--- config.mk ---
export PLATFORM = sky130hd
export DESIGN_NAME = sopc_2_reset_sequencer
export DESIGN_NICKNAME = d
export VERILOG_FILES = /design/src/rtl/sopc_2_reset_sequencer.sv
export SDC_FILE = /design/constraint.sdc
export NUM_CORES = 1
export LEC_CHECK = 0
export CAP_MARGIN = 20
export CORE_ASPECT_RATIO = 0.9
export CORE_UTILIZATION = 43
export DETAILED_ROUTE_END_ITERATION = 8
export HOLD_SLACK_MARGIN = 0.05
export PLACE_DENSITY = 0.86
export SLEW_MARGIN = 20
export SYNTH_ARGS = -nofsm -noshare
export SYNTH_HDL_FRONTEND = slang
export SYNTH_SLANG_ARGS = --single-unit
--- constraint.sdc ---
create_clock -name clk -period 1.93 [get_ports clk]
set_clock_uncertainty 0.1 [all_clocks]
set_input_delay 0.193 -clock clk [delete_from_list [all_inputs] [get_ports clk]]
set_output_delay 0.193 -clock clk [all_outputs]
set_load 0.01 [all_outputs]
--- src/rtl/sopc_2_reset_sequencer.sv ---
// Staged system reset sequencer: watchdog, push-button and software key sources,
// peripherals released before the CPU, with a POR-only cause/count register file.
module sopc_2_reset_sequencer #(
    parameter int unsigned HOLD_CYCLES    = 16,
    parameter int unsigned STAGGER_CYCLES = 8,
    parameter logic [7:0]  SW_KEY         = 8'hA5
) (
    input  logic        clk,
    input  logic        reset,
    input  logic        wdt_resetrequest,
    input  logic        ext_reset_req_n,
    input  logic [1:0]  address,
    input  logic        chipselect,
    input  logic        write_n,
    input  logic [15:0] writedata,
    output logic [15:0] readdata,
    output logic        periph_reset,
    output logic        cpu_reset
);

    localparam int unsigned MAX_CYC = (HOLD_CYCLES > STAGGER_CYCLES) ? HOLD_CYCLES : STAGGER_CYCLES;
    localparam int unsigned CNT_W   = $clog2(MAX_CYC + 1);

    typedef enum logic [1:0] {
        ST_ASSERT     = 2'd0,
        ST_REL_PERIPH = 2'd1,
        ST_RUN        = 2'd2
    } state_t;

    state_t           state;
    logic [CNT_W-1:0] cnt;

    logic [3:0]  cause;
    logic [1:0]  control;
    logic [7:0]  count;
    logic        ext_s1;
    logic        ext_s2;
    logic        ext_prev;
    logic        wdt_prev;

    logic        wr;
    logic        wdt_ev;
    logic        ext_ev;
    logic        sw_ev;
    logic        trig;
    logic [3:0]  cause_clr;
    logic [3:0]  cause_next;
    logic [7:0]  count_next;
    logic [15:0] rd_mux;

    // Only the low key byte and register bits are decoded.
    wire unused_wdata = ^writedata[15:8];

    // Event detection and next register values from registered history.
    always_comb begin
        wr         = chipselect & ~write_n;
        wdt_ev     = wdt_resetrequest & ~wdt_prev & control[0];
        ext_ev     = ~ext_s2 & ext_prev & control[1];
        sw_ev      = wr & (address == 2'd2) & (writedata[7:0] == SW_KEY);
        trig       = wdt_ev | ext_ev | sw_ev;

        cause_clr  = (wr && address == 2'd0) ? writedata[3:0] : 4'b0000;
        cause_next = (cause & ~cause_clr) | {sw_ev, ext_ev, wdt_ev, 1'b0};

        count_next = count;
        if (wdt_ev) begin
            if (wr && address == 2'd3) begin
                count_next = 8'd1;
            end else if (count != 8'hFF) begin
                count_next = count + 8'd1;
            end
        end else if (wr && address == 2'd3) begin
            count_next = 8'd0;
        end

        rd_mux = 16'h0000;
        case (address)
            2'd0:    rd_mux = {12'h000, cause};
            2'd1:    rd_mux = {14'h0000, control};
            2'd3:    rd_mux = {8'h00, count};
            default: rd_mux = 16'h0000;
        endcase
    end

    // Reset sequencing FSM; any trigger restarts the full hold + stagger sequence.
    always_ff @(posedge clk) begin
        if (reset || trig) begin
            state        <= ST_ASSERT;
            cnt          <= CNT_W'(HOLD_CYCLES);
            cpu_reset    <= 1'b1;
            periph_reset <= 1'b1;
        end else begin
            case (state)
                ST_ASSERT: begin
                    if (cnt == CNT_W'(1)) begin
                        state        <= ST_REL_PERIPH;
                        cnt          <= CNT_W'(STAGGER_CYCLES);
                        periph_reset <= 1'b0;
                    end else begin
                        cnt <= cnt - CNT_W'(1);
                    end
                end
                ST_REL_PERIPH: begin
                    if (cnt == CNT_W'(1)) begin
                        state     <= ST_RUN;
                        cnt       <= '0;
                        cpu_reset <= 1'b0;
                    end else begin
                        cnt <= cnt - CNT_W'(1);
                    end
                end
                ST_RUN: begin
                    cpu_reset    <= 1'b0;
                    periph_reset <= 1'b0;
                end
                default: begin
                    state        <= ST_ASSERT;
                    cnt          <= CNT_W'(HOLD_CYCLES);
                    cpu_reset    <= 1'b1;
                    periph_reset <= 1'b1;
                end
            endcase
        end
    end

    // Register file, input history and read pipeline; cleared only by power-on reset.
    always_ff @(posedge clk) begin
        if (reset) begin
            cause    <= 4'b0001;
            control  <= 2'b11;
            count    <= 8'd0;
            ext_s1   <= 1'b1;
            ext_s2   <= 1'b1;
            ext_prev <= 1'b1;
            wdt_prev <= 1'b0;
            readdata <= 16'h0000;
        end else begin
            cause    <= cause_next;
            count    <= count_next;
            if (wr && address == 2'd1) begin
                control <= writedata[1:0];
            end
            ext_s1   <= ext_reset_req_n;
            ext_s2   <= ext_s1;
            ext_prev <= ext_s2;
            wdt_prev <= wdt_resetrequest;
            readdata <= rd_mux;
        end
    end

endmodule

* Word level (Yosys, flattened, before mapping)
Cells that the tools add are included.
Operators by class: add/sub/neg operators 2, equal/unequal tests 10, mux-type cells 15, bitwise operators 18, reductions and logical operators 12
Operators with widths (count):
- $mux W8 | 4
- $pmux W8 S3 | 1
- $pmux W5 S3 | 1
- $mux W5 | 2
- $add A8 B1 Y8 const B | 1
- $eq A8 B8 Y1 const B | 1
- $ne A8 B8 Y1 const B | 1
- $and A1 B1 Y1 | 7
- $eq A2 B2 Y1 const B | 3
- $not A1 Y1 | 6
- $pmux W1 S3 | 2
- $pmux W2 S3 | 1
- $reduce_and A2 Y1 | 3
- $eq A5 B1 Y1 const B | 1
- $sub A5 B1 Y5 const B | 1
- $and A4 B4 Y4 | 1
- $eq A2 B1 Y1 const B | 2
- $logic_not A2 Y1 | 2
- $mux W2 | 2
- $mux W4 | 1
- $ne A2 B2 Y1 const B | 2
- $not A4 Y4 | 1
- $or A4 B4 Y4 | 1
- $reduce_bool A2 Y1 | 2
- 5 further kinds | 8
Storage, ports and cells: register bits after elaboration 43, input bits 24, output and inout port bits 18, logic and storage cells 69

* Longest topological paths before layout
depth after elaboration 7, gate-level depth with buffers 7, mapped depth without buffers 6

* Worst setup path after synthesis
No wires, ideal clock.
path type reg-to-reg, start point register control[0], end point register cnt[4], library setup time 0.134 ns, arrival 1.701 ns, required time 1.696 ns, slack -0.005 ns, stages on the path, launching flop included 6, path buffers 2, clock period less this slack 1.935 ns, path through dfxtp_1 and3b_1 clkbuf_2 or4_1 buf_2 or4b_1
On the way: cells in the longest elaborated chain, start to end 4
RTL lines:
- start, declared | RTL line 34 | logic [1:0] control;
- start signal, assigned | RTL line 141 | control <= writedata[1:0];
- $and A1 B1 Y1 | RTL line 57 | wdt_ev = wdt_resetrequest & ~wdt_prev & control[0];
- $or A1 B1 Y1 (2 in series) | RTL line 60 | trig = wdt_ev | ext_ev | sw_ev;
- $logic_or A1 B1 Y1 | RTL line 87 | if (reset || trig) begin
- end signal, assigned | RTL line 89 | cnt <= CNT_W'(HOLD_CYCLES);
- end signal, assigned | RTL line 97 | cnt <= CNT_W'(STAGGER_CYCLES);
- end signal, assigned | RTL line 100 | cnt <= cnt - CNT_W'(1);
- end, declared | RTL line 31 | logic [CNT_W-1:0] cnt;
No other way between the ends. A chain may end at the register's enable or synchronous reset.

* Worst setup path after layout
start point input port writedata[3], end point register cnt[4]
On the way: cells in the longest elaborated chain, start to end 4
RTL lines:
- start, declared | RTL line 15 | input logic [15:0] writedata,
- $eq A8 B8 Y1 | RTL line 59 | sw_ev = wr & (address == 2'd2) & (writedata[7:0] == SW_KEY);
- $and A1 B1 Y1 | RTL line 59
- $or A1 B1 Y1 | RTL line 60
- $logic_or A1 B1 Y1 | RTL line 87
No other way between the ends.

==> impl_results.md <==
- Status: finished, final reports clean
- Die Ht: around 60 um
- Setup violators final: 0
- Initial Utilization: between 40% and 50%
- Mean Syn Cell Area: just under 9 um2
- Final GP Congestion: approximately 0.8
- Netlist cell types: 42
- Fin util: between 60% and 70%
- Antenna Cells: 0
- FF+latch count, synth: 35
- CP Max Fanout: 3
- CTS Buffer Depth: 2
- NumNets Final: ~260
- Worst setup EP type: flop
- Reg2reg path depth: 3
- Buffers on Ports: 25
- CP required: slightly below 2 ns
- Vias in the first global route: around 1200
- Final routed DRC violation total: 0
- P_leak: between 0.0008 and 0.0009 uW
- WS Path Type: input pin to flop
- Detail Placement HPWL: about 2400 um
- Cell Area, Synth: 1620 um2
- Critical path origin: writedata[3]
- FF+latch area: about 700 um2
- Vias per cell: around 5.3
- Number of synthesized flops with an enable pin: 0
- Synth top area cells: dfxtp_1, ha_1, nor2_1, a21oi_1, buf_4
- R2R Path Start: control[0]
- Top_reg_cell synth: dfxtp_1
- Crit path to: cnt[4]
- Max Cap Viol: 0
- Critical-path cell list: clkdlybuf4s50_1, or4b_4, nor4_4, or4_4, or4b_1
- Worst path slowest cell: or4b_1
- Drt pass-1 iters: 5
- Fin cells: approximately 270
- Antenna violations before repair: 0
- Worst IR Drop VDD: about 670 uV
- Worst path depth: 5
- Power per cell area: 776 nW/um2
- Overflow after GRT: 0
- Smallest hold slack: about 0.31 ns
- Worst skew pair latency: about 0.29 ns
- DIE AREA: 4010 um2
- Slowest stage delay, CP: around 0.55 ns
- Final-layout fill cell count: roughly 280
- DRT Wirelength: approximately 3500 um
- # hold bufs at CTS: 0
- Startpoint types: input pin
- Final max-slew violation count: 0
- Core ar.: around 3500 um2
- Reg2reg end: cnt[4]
- Yosys top cell area share: a little over two fifths
- Initial DRC count: 81
- Fin crit period: around 1.9 ns
- Placed Cells: 263
- Area of the multi-input gates: approximately 860 um2
- Min-Delay Path Class: flop to flop
- Clock Tree Root: clkbuf_8
- Clock-pin slew on the worst setup and hold paths: ~0.07 ns
- Overall Power: around 1700 uW
- Count leader, synth: dfxtp_1
- CTS tree: yes
- CTS Buf Count: 5
- CP top delay family: simple AND/OR/NAND/NOR gates
- Routed WL per cell: between 10 and 15 um
- Yosys top cell by area: dfxtp_1
- Largest net degree at the start of global routing: 19
- R2r setup slk: approximately 0.11 ns
- Remaining antenna violation count: 0
- Share of layout cells above drive strength 1: between 10% and 20%
- Asr flop ratio synth: 0%
- YS warnings: 0
- Seq/Total Area, Yosys: 43.4%
- RSZ-0062 raised after global routing: false
- Vias: approximately 1400
- Site Rows: 20
- First-pass GRT wire length: approximately 5800 um
- Top post-synthesis cells by count: dfxtp_1, nor2_1, a21oi_1, nand2_1, buf_4
- I/O pin total: 42
- Tcrit/Tclk final: a little over nine tenths
- Critical Path AT: around 2.0 ns
- Setup WS post-layout: 0.0204 ns
- FMAX: between 0.5 and 0.6 GHz
- WP buf/inv: 1
- Area grow syn2layout: 33.5%
- CTS H-tree lvls: 2
- Pre-CTS setup slack: -0.372 ns
- Width of the chip: approximately 67 um
- Tot GR Track Use: between 10% and 20%
- Final hold vios: 0
- Sink Count: 35
- Synth Instances: about 190
report_power, final:
part	total (uW)	switching (uW)	internal, uW
Sequential	776	24.1	752
Combinational	234	113	122
Clock	663	278	384
layout by cell type (no fill, tap or decap), types with 4 or more instances in the layout:
cell type / n
nor4_1: 4
dfxtp_1: 34
conb_1: 8
inv_1: 8
clkdlybuf4s50_1: 25
or2_2: 4
a211o_1: 4
nand2_1: 11
and2_1: 4
mux2i_1: 4
buf_4: 19
ha_1: 7
nor2_1: 23
a21oi_1: 14
nor3_1: 4
clkbuf_8: 5
routing by layer:
metal,routed length (um),up-vias,GRT usage (%)
li1,-,720,-
met5,0,-,0
met3,264,8,5.15
met2,1510,82,30.0
met4,74,0,9.73
met1,1660,626,26.1
state kept, by name (all words and copies together) (netlist names):
register      cells
readdata          8
cnt               5
state             2
control           2
periph_reset      1
wdt_prev          1
ext_s2            1
cpu_reset         1
cause             4
ext_prev          1
count             8
ext_s1            1
area by class of cell:
class / count / share of cell area [%]
tap: 44 / 2.55
multi-input combinational: 134 / 40.0
inverter: 8 / 1.39
timing repair buffer: 44 / 18.2
sequential: 35 / 32.6
clock buffer: 5 / 3.19
clock inverter: 3 / 2.03
kinds of logic after synthesis:
kind of cell | synth area share, %
and+or+nand+nor | 24.9
AOI/OAI and AO/OA | 14.0
DFF | 43.4
buffers and inverters | 7.90
adders and majority gates | 5.42
muxes | 2.48
xor gates and xnor gates | 1.63
other | 0.232
worst reg2reg max path, cell delays in order (launching register included):
cell,delay [ns]
dfxtp_1,0.32
and3b_1,0.21
or4_4,0.51
or4b_1,0.55
what timing repair did:
action / CTS / global route
cloned: 0 / 1
pin swaps: 1 / 2
endpoints found under the setup margin: 9 / 9
setup buffers: 0 / 1
endpoints found under the hold margin: 0 / 0
resized for setup: 1 / 9
per-stage QoR:
step	instance area (um2)	TNS, ns
floorplan	1660	0
global placement	1990	-2.80
detailed placement	1990	-3.22
CTS	2110	0
global route	2160	0
finish	2160	0
worst min path at each step:
stage	from	end	slack [ns]	depth (start not counted)
final	ext_s1	ext_s2	0.31	1
after global routing	ext_s1	ext_s2	0.34	1
after CTS	ext_s1	ext_s2	0.31	1
after detailed placement	ext_s1	ext_s2	0.30	1
after global placement	ext_s1	ext_s2	0.29	1
after floorplan	ext_reset_req_n	ext_s1	0.20	1
No activity file was read; power rests on OpenSTA's default activity.
